$ cat src/rtl/fadd_issue.sv
// fadd_issue: issue/retire stage around the combinational single-precision adder.
// Requests flow FIFO -> S1 (operand register) -> S2 (result register), in order.
// Optional macro FADD_ISSUE_FTZ_EN flushes subnormal operands and results to signed zero.
module fadd_issue #(
   parameter int DEPTH = 2,
   parameter int TAG_W = 4
) (
   input  logic             clk,
   input  logic             rstn,
   input  logic             req_valid,
   output logic             req_ready,
   input  logic             req_sub,
   input  logic [31:0]      req_x1,
   input  logic [31:0]      req_x2,
   input  logic [TAG_W-1:0] req_tag,
   output logic [31:0]      add_x1,
   output logic [31:0]      add_x2,
   output logic             add_ready,
   input  logic [31:0]      add_y,
   input  logic             add_valid,
   output logic             res_valid,
   input  logic             res_ready,
   output logic [31:0]      res_y,
   output logic [TAG_W-1:0] res_tag
);

   localparam int AW = $clog2(DEPTH);
   localparam int EW = 64 + TAG_W;

   logic [EW-1:0]    mem [DEPTH];
   logic [AW:0]      wr_ptr;
   logic [AW:0]      rd_ptr;
   logic             full;
   logic             empty;
   logic             push;
   logic             s1_load;
   logic             s2_load;
   logic             s1_valid;
   logic [TAG_W-1:0] s1_tag;
   logic [31:0]      in_x1;
   logic [31:0]      in_x2;
   logic [31:0]      y_cap;
   logic [EW-1:0]    head;

   // Pointers carry an extra wrap bit so full and empty are distinguishable.
   assign full      = (wr_ptr[AW] != rd_ptr[AW]) && (wr_ptr[AW-1:0] == rd_ptr[AW-1:0]);
   assign empty     = (wr_ptr == rd_ptr);
   assign req_ready = !full;
   assign push      = req_valid && !full;
   assign head      = mem[rd_ptr[AW-1:0]];
   assign add_ready = s1_valid && (!res_valid || res_ready);
   assign s2_load   = add_ready && add_valid;
   assign s1_load   = !empty && (!s1_valid || s2_load);

   // Decode subtract as a sign flip on x2 and optionally flush subnormals.
   always_comb begin
      in_x1 = req_x1;
      in_x2 = {req_sub ^ req_x2[31], req_x2[30:0]};
      y_cap = add_y;
`ifdef FADD_ISSUE_FTZ_EN
      if (in_x1[30:23] == 8'd0) in_x1 = {in_x1[31], 31'd0};
      if (in_x2[30:23] == 8'd0) in_x2 = {in_x2[31], 31'd0};
      if (y_cap[30:23] == 8'd0) y_cap = {y_cap[31], 31'd0};
`endif
   end

   // FIFO storage; contents are don't-care until written, so no reset needed.
   always_ff @(posedge clk) begin
      if (push) mem[wr_ptr[AW-1:0]] <= {in_x1, in_x2, req_tag};
   end

   // FIFO pointers advance on push and on transfer of the head into S1.
   always_ff @(posedge clk or negedge rstn) begin
      if (!rstn) begin
         wr_ptr <= '0;
         rd_ptr <= '0;
      end else begin
         if (push)    wr_ptr <= wr_ptr + (AW+1)'(1);
         if (s1_load) rd_ptr <= rd_ptr + (AW+1)'(1);
      end
   end

   // S1 operand register holds steady until the core accepts it.
   always_ff @(posedge clk or negedge rstn) begin
      if (!rstn) begin
         s1_valid <= 1'b0;
         add_x1   <= '0;
         add_x2   <= '0;
         s1_tag   <= '0;
      end else if (s1_load) begin
         s1_valid <= 1'b1;
         add_x1   <= head[EW-1:EW-32];
         add_x2   <= head[EW-33:TAG_W];
         s1_tag   <= head[TAG_W-1:0];
      end else if (s2_load) begin
         s1_valid <= 1'b0;
      end
   end

   // S2 result register captures the core output and holds it under backpressure.
   always_ff @(posedge clk or negedge rstn) begin
      if (!rstn) begin
         res_valid <= 1'b0;
         res_y     <= '0;
         res_tag   <= '0;
      end else if (s2_load) begin
         res_valid <= 1'b1;
         res_y     <= y_cap;
         res_tag   <= s1_tag;
      end else if (res_ready) begin
         res_valid <= 1'b0;
      end
   end

endmodule

$ cat config.mk
export PLATFORM = sky130hd
export DESIGN_NAME = fadd_issue
export DESIGN_NICKNAME = d
export VERILOG_FILES = /design/src/rtl/fadd_issue.sv
export SDC_FILE = /design/constraint.sdc
export NUM_CORES = 1
export LEC_CHECK = 0
export ABC_AREA = 1
export CAP_MARGIN = 20
export CELL_PAD_IN_SITES_DETAIL_PLACEMENT = 0
export CELL_PAD_IN_SITES_GLOBAL_PLACEMENT = 1
export CORE_ASPECT_RATIO = 2
export CORE_MARGIN = 2
export CORE_UTILIZATION = 35
export DETAILED_ROUTE_END_ITERATION = 7
export GPL_TIMING_DRIVEN = 0
export PLACE_DENSITY = 0.84
export SLEW_MARGIN = 30
export SYNTH_ARGS = -nofsm -noshare
export SYNTH_HDL_FRONTEND = slang
export SYNTH_SLANG_ARGS = --single-unit
$ cat constraint.sdc
create_clock -name clk -period 3.8 [get_ports clk]
set_input_delay 0.76 -clock clk [delete_from_list [all_inputs] [get_ports clk]]
set_output_delay 0.76 -clock clk [all_outputs]
set_load 0.005 [all_outputs]
==> results.cfg, run 1 <==
[status]
outcome = complete, no violations

[sta]
final.setup.tns_ns = 0
fin_crit_sh_pct = 84.6
timing.hold.ws_ns = 0.125
rsz0062_at_grt = no
clock_skew_ns = 0.0128
drv_slew = 0
finalSetupViolations = 0
period_minus_slack_ns = 3.21
maxSlewHeadroom_pct = 59.1
fmax_ghz = 0.311
worst_pin_slew_ns = 0.613
hold_viol = 0
fin_ws_ns = 0.586

[worst_setup_path]
startpoint_type = input port
cp_max_fo = 10
r2r-start = rd_ptr[0]
arrival_ns = 2.45
crit_family = buffers and inverters
path_class = in2out
worstPathCellList = clkdlybuf4s50_1 > nor2_1 > nor2_1 > buf_2 > buf_2 > clkdlybuf4s50_1
cp-startpoint = res_ready
crit_buf_inv = 4
worstSetupEndpointType = output pin
crit_slowest_cell = clkdlybuf4s50_1
worst_ep_required_time_ns = 3.04
critPathMaxStageDelay_ns = 0.54

[global_routing]
grt_pass1_vias = 6689
grt.overflow.total = 0
grt_pass1_wl_um = 35400
grt_util_all_layers_pct = 16.0
antenna_found_initial = 5
grt_max_degree = 68

[floorplan]
num_rows = 84
die-height_um = 235
coreArea_mm2 = 0.0263
start_util_pct = 35.6
pin_count = 209
dieArea_mm2 = 0.0281
die_w_um = 120

[logic_synthesis]
synth_area_leaders = edfxtp_1, dfrtp_1, nand2_1
synth_cell_types = 17
postSynth.asyncResetShare_pct = 44.7
syn_nets = 959
ys_seq_area_share_pct = 73.1
avgSynthCellArea_um2 = 11.0
ys.flop_type = edfxtp_1
synth-edff-count = 136
syn_area_mm2 = 0.00936
yosys.area.top_type = edfxtp_1
synth_top_area_share_pct = 43.6
synth_warnings = 0
synth-seq-cells = 246
synthCells = 853

[finish]
n_fill_cell = 2427
fin_cells = 1452
drive_above_1_share_pct = 7.23
area_growth_pct = 36.6
final_area_mm2 = 0.0128
nNetsFinal = 1196
final_util_pct = 48.7

[cts]
clock_sinks = 246
root_buffer = clkbuf_16
cts_tree = yes
holdBufCountCts = 0
post_cts_buffers = 0
insertion_delay_ns = 0.51
max-clock-path-buffers = 3
cts.clk_slew.worst_paths_ns = 0.07
cts_buffers = 22
cts-htree-levels = 1
cts_resized = 0

[route]
first_iter_violations = 222
drt_pass1_iterations = 4
via_per_inst = 4.45
postRouteAntennaNets = 0
drc = 0
wl_per_cell_um = 15.5
route.vias.total = 6466
drt_wl_total_um = 22500

[place]
dp_cells = 1410
io_buffer_count = 208
dpl_worst_slack_ns = 0.561
dp_hpwl_um = 16500
dpl_cell_area_mm2 = 0.0120
gp_congestion = 0.735

[power]
leakage_nw = 5.63
total_power_mw = 10.7
power_density_mw_per_mm2 = 834
vdd_drop_max_uv = 434

[flow_run]
max_cap_violations = 0

[worst_hold_path]
hold_path.class = in2async
==> placed cells by master (no fill, tap or decap), drive strengths merged, types with 4 or more instances in the layout <==
cell type,Yosys,routed
clkdlybuf4s50,0,207
dfrtp,110,110
inv,8,8
buf,35,41
clkinv,0,8
bufinv,0,4
nand3,108,108
nand2,435,435
edfxtp,136,136
clkbuf,13,39
==> layout make-up <==
class	count	area, um2	share of cell area (%)
tap	344	430	3.37
clock inverter	14	169	1.32
clock buffer	26	597	4.67
multi-input combinational	551	2250	17.6
antenna	2	5.00	0.0391
timing repair buffer	213	2220	17.3
sequential	246	6840	53.5
buffer	48	248	1.94
inverter	8	35.0	0.274
==> synthesized netlist by cell type (2+ instances only) <==
library cell and n:
nand2_1 432, edfxtp_1 136, dfrtp_1 110, nand3_1 108
buf_2 24, clkbuf_1 13, buf_4 10, inv_1 6
nor2_1 3, xor2_1 3, nand2_4 2
==> flip-flops by register name, indices dropped and copies added (netlist names) <==
register	flops
res_y	32
rd_ptr	2
s1_valid	1
add_x1	32
wr_ptr	2
res_valid	1
s1_tag	4
add_x2	32
mem	136
res_tag	4
==> worst reg2reg max path, stage by stage (launching register included) <==
cell and delay, ns:
dfrtp_1 0.33, buf_4 0.20, inv_4 0.10, nand2_1 0.08
nand2_2 0.07, nand2_1 0.13, nand2_1 0.14, nor2_4 0.50
buf_16 0.24, buf_16 0.18
==> kinds of logic (layout without fill, tap and decap cells) <==
logic type	after synthesis	count (layout)	share of synthesized area [%]
other	0	2	0
buffers and inverters	56	309	3.00
flip-flops	246	246	73.1
AO/OA/AOI/OAI	2	2	0.134
AND/OR/NAND/NOR	546	546	23.5
XOR/XNOR	3	3	0.281
==> path summary, 6_finish.rpt <==
check / cells past startpoint / endpoint / slack [ns]
max: 6 / add_ready / 0.59
min: 1 / add_x1[31] / 0.13
max reg2reg: 9 / mem[1][4] / 1.52
min reg2reg: 2 / add_x2[2] / 0.47
max in group asynchronous: 2 / add_x2[15] / 3.00
min in group clk: 2 / add_x2[2] / 0.47
==> power breakdown <==
| part | internal [mW] | switching, mW | total (mW) |
|---|---|---|---|
| registers | 3.86 | 0.409 | 4.27 |
| clock network | 1.39 | 0.955 | 2.35 |
| logic | 1.86 | 2.18 | 4.04 |
| total | 7.12 | 3.54 | 10.7 |
==> metal layers <==
metal / global-route usage (%) / part of all wire (%) / vias up
li1: - / - / 3269
met1: 14.9 / 33 / 2999
met2: 32.0 / 58 / 146
met3: 3.20 / 4.7 / 46
met4: 7.42 / 3.6 / 6
met5: 0 / 0.18 / -
Note: power is estimated with default switching activity, not from simulation.
==> inputs of run 2 (changes only) <==
Clock period 3.8 ns to 2.8 ns, I/O delays scaled along.
==> run 2 against run 1 <==
Non-clock buffer count rose by 2. Global-route usage rose by 0.060 points. Sequential share of layout area fell by 0.20 points. Wire length fell by 1.2%. Clock power rose by 34%. Clock skew fell by 0.0014 ns. Via count did not move. Critical path depth did not move. Clock-buffer cell count did not move. Cell count rose by 0.28%. Worst hold slack improved by 0.34 ns. Largest cell class unchanged.
==> results.cfg, run 2 (synthesized netlist as in run 1, its figures left out) <==
[power]
leakage_nw = 5.65
vdd_drop_max_uv = 709
power_density_mw_per_mm2 = 1130

[floorplan]
num_rows = 84
die_w_um = 120
coreArea_mm2 = 0.0263
start_util_pct = 35.6
pin_count = 209
dieArea_mm2 = 0.0281
die-height_um = 235

[worst_hold_path]
hold_start = add_x2[22]
min_to = add_x2[22]
hold_depth = 2
hold_path.class = reg2reg

[global_routing]
grt_pass1_vias = 6735
grt_pass1_wl_um = 35600
grt_util_all_layers_pct = 16.1
antenna_found_initial = 5
grt.overflow.total = 0
grt_max_degree = 68

[finish]
layout_commonest_cell = nand2_1
final_util_pct = 48.8
drive_above_1_share_pct = 7.66
area_growth_pct = 37.1
final_cell_mix = nand2_1, clkdlybuf4s50_1, edfxtp_1
largest_register_ffs = 136
nNetsFinal = 1199

[place]
io_buffer_count = 208
dp_hpwl_um = 16500
dpl_worst_slack_ns = -0.0326
gp_congestion = 0.754

[cts]
cts-htree-levels = 1
cts_tree = yes
clock_sinks = 246
cts_buffers = 23
root_buffer = clkbuf_16
post_cts_buffers = 0
cts.clk_slew.worst_paths_ns = 0.06
insertion_delay_ns = 0.52
max-clock-path-buffers = 3

[sta]
period_minus_slack_ns = 2.71
fmax_ghz = 0.370
rsz0062_at_grt = no
worst_pin_slew_ns = 0.526
timing.hold.ws_ns = 0.468
maxSlewHeadroom_pct = 65.0
fin_ws_ns = 0.0939
finalSetupViolations = 0
drv_slew = 0
fin_crit_sh_pct = 96.6
hold_viol = 0
clock_skew_ns = 0.0114

[status]
outcome = complete, no violations

[worst_setup_path]
arrival_ns = 2.15
r2r-start = rd_ptr[0]
r2r-end = mem[1][17]
startpoint_type = input port
r2r_cells = 10
cp_max_fo = 10
worstSetupEndpointType = output pin
r2r_slack_ns = 0.53
path_class = in2out
worst_ep_required_time_ns = 2.24

[route]
drt_wl_total_um = 22300
first_iter_violations = 180
route.vias.total = 6466
via_per_inst = 4.44
postRouteAntennaNets = 0
wl_per_cell_um = 15.3
drt_pass1_iterations = 4
drc = 0

[flow_run]
max_cap_violations = 0
## run 2: cell types whose count changed in the layout (fill, tap and decap cells not counted), sizes merged
cell         delta
clkinv          +2
dlygate4sd3     +1
clkbuf          +1
bufinv          -1
inv             +1
## run 2: layout make-up
class	instances	area [um2]
Tap cell	344	430
Fill cell	2409	13400
Timing Repair Buffer	215	2260
Sequential cell	246	6840
Inverter	8	35.0
Clock buffer	26	587
Buffer	48	253
Multi-Input combinational cell	551	2250
Clock inverter	16	176
Antenna cell	2	5.00
## run 2: metal layers
layer	part of all wire, %	wire, um	GRT usage (%)
met1	33	7390	15.1
met2	58	13000	32.4
met3	5.3	1180	3.51
met4	3.1	680	6.20
met5	0.18	40	0
## run 2: power breakdown
part           switching [mW]  internal (mW)
clock network            1.35           1.80
logic                    2.94           2.57
registers               0.549           5.24
## run 2: timing repair
item	CTS	global route
endpoints found under the hold margin	43	0
setup endpoints to repair	1	1
hold buffers	1	0
resized for setup	1	1
## run 2: worst max-delay path by stage
| stage | start | slack (ns) | end |
|---|---|---|---|
| floorplan | rd_ptr[0] | 0.19 | mem[0][0] |
| global placement | rstn | -3.44 | res_y[29] |
| detailed placement | res_ready | -0.03 | add_ready |
| CTS | res_ready | 0.03 | add_ready |
| global route | res_ready | 0.006 | add_ready |
| finish | res_ready | 0.09 | add_ready |
## run 2: stage by stage
step | power [mW] | setup TNS, ns | instances | instance area, um2
floorplan | 8.62 | 0 | 853 | 9370
global placement | 11.2 | -460.75 | 1405 | 11900
detailed placement | 11.5 | -0.0326 | 1411 | 12100
CTS | 14.7 | 0 | 1454 | 12800
global route | 15.5 | 0 | 1456 | 12800
finish | 14.5 | 0 | 1456 | 12800
## run 2: critical path, stage by stage
cell,delay [ns]
clkdlybuf4s50_1,0.47
nor2_1,0.06
nor2_1,0.11
clkbuf_4,0.23
buf_4,0.20
clkdlybuf4s50_1,0.52
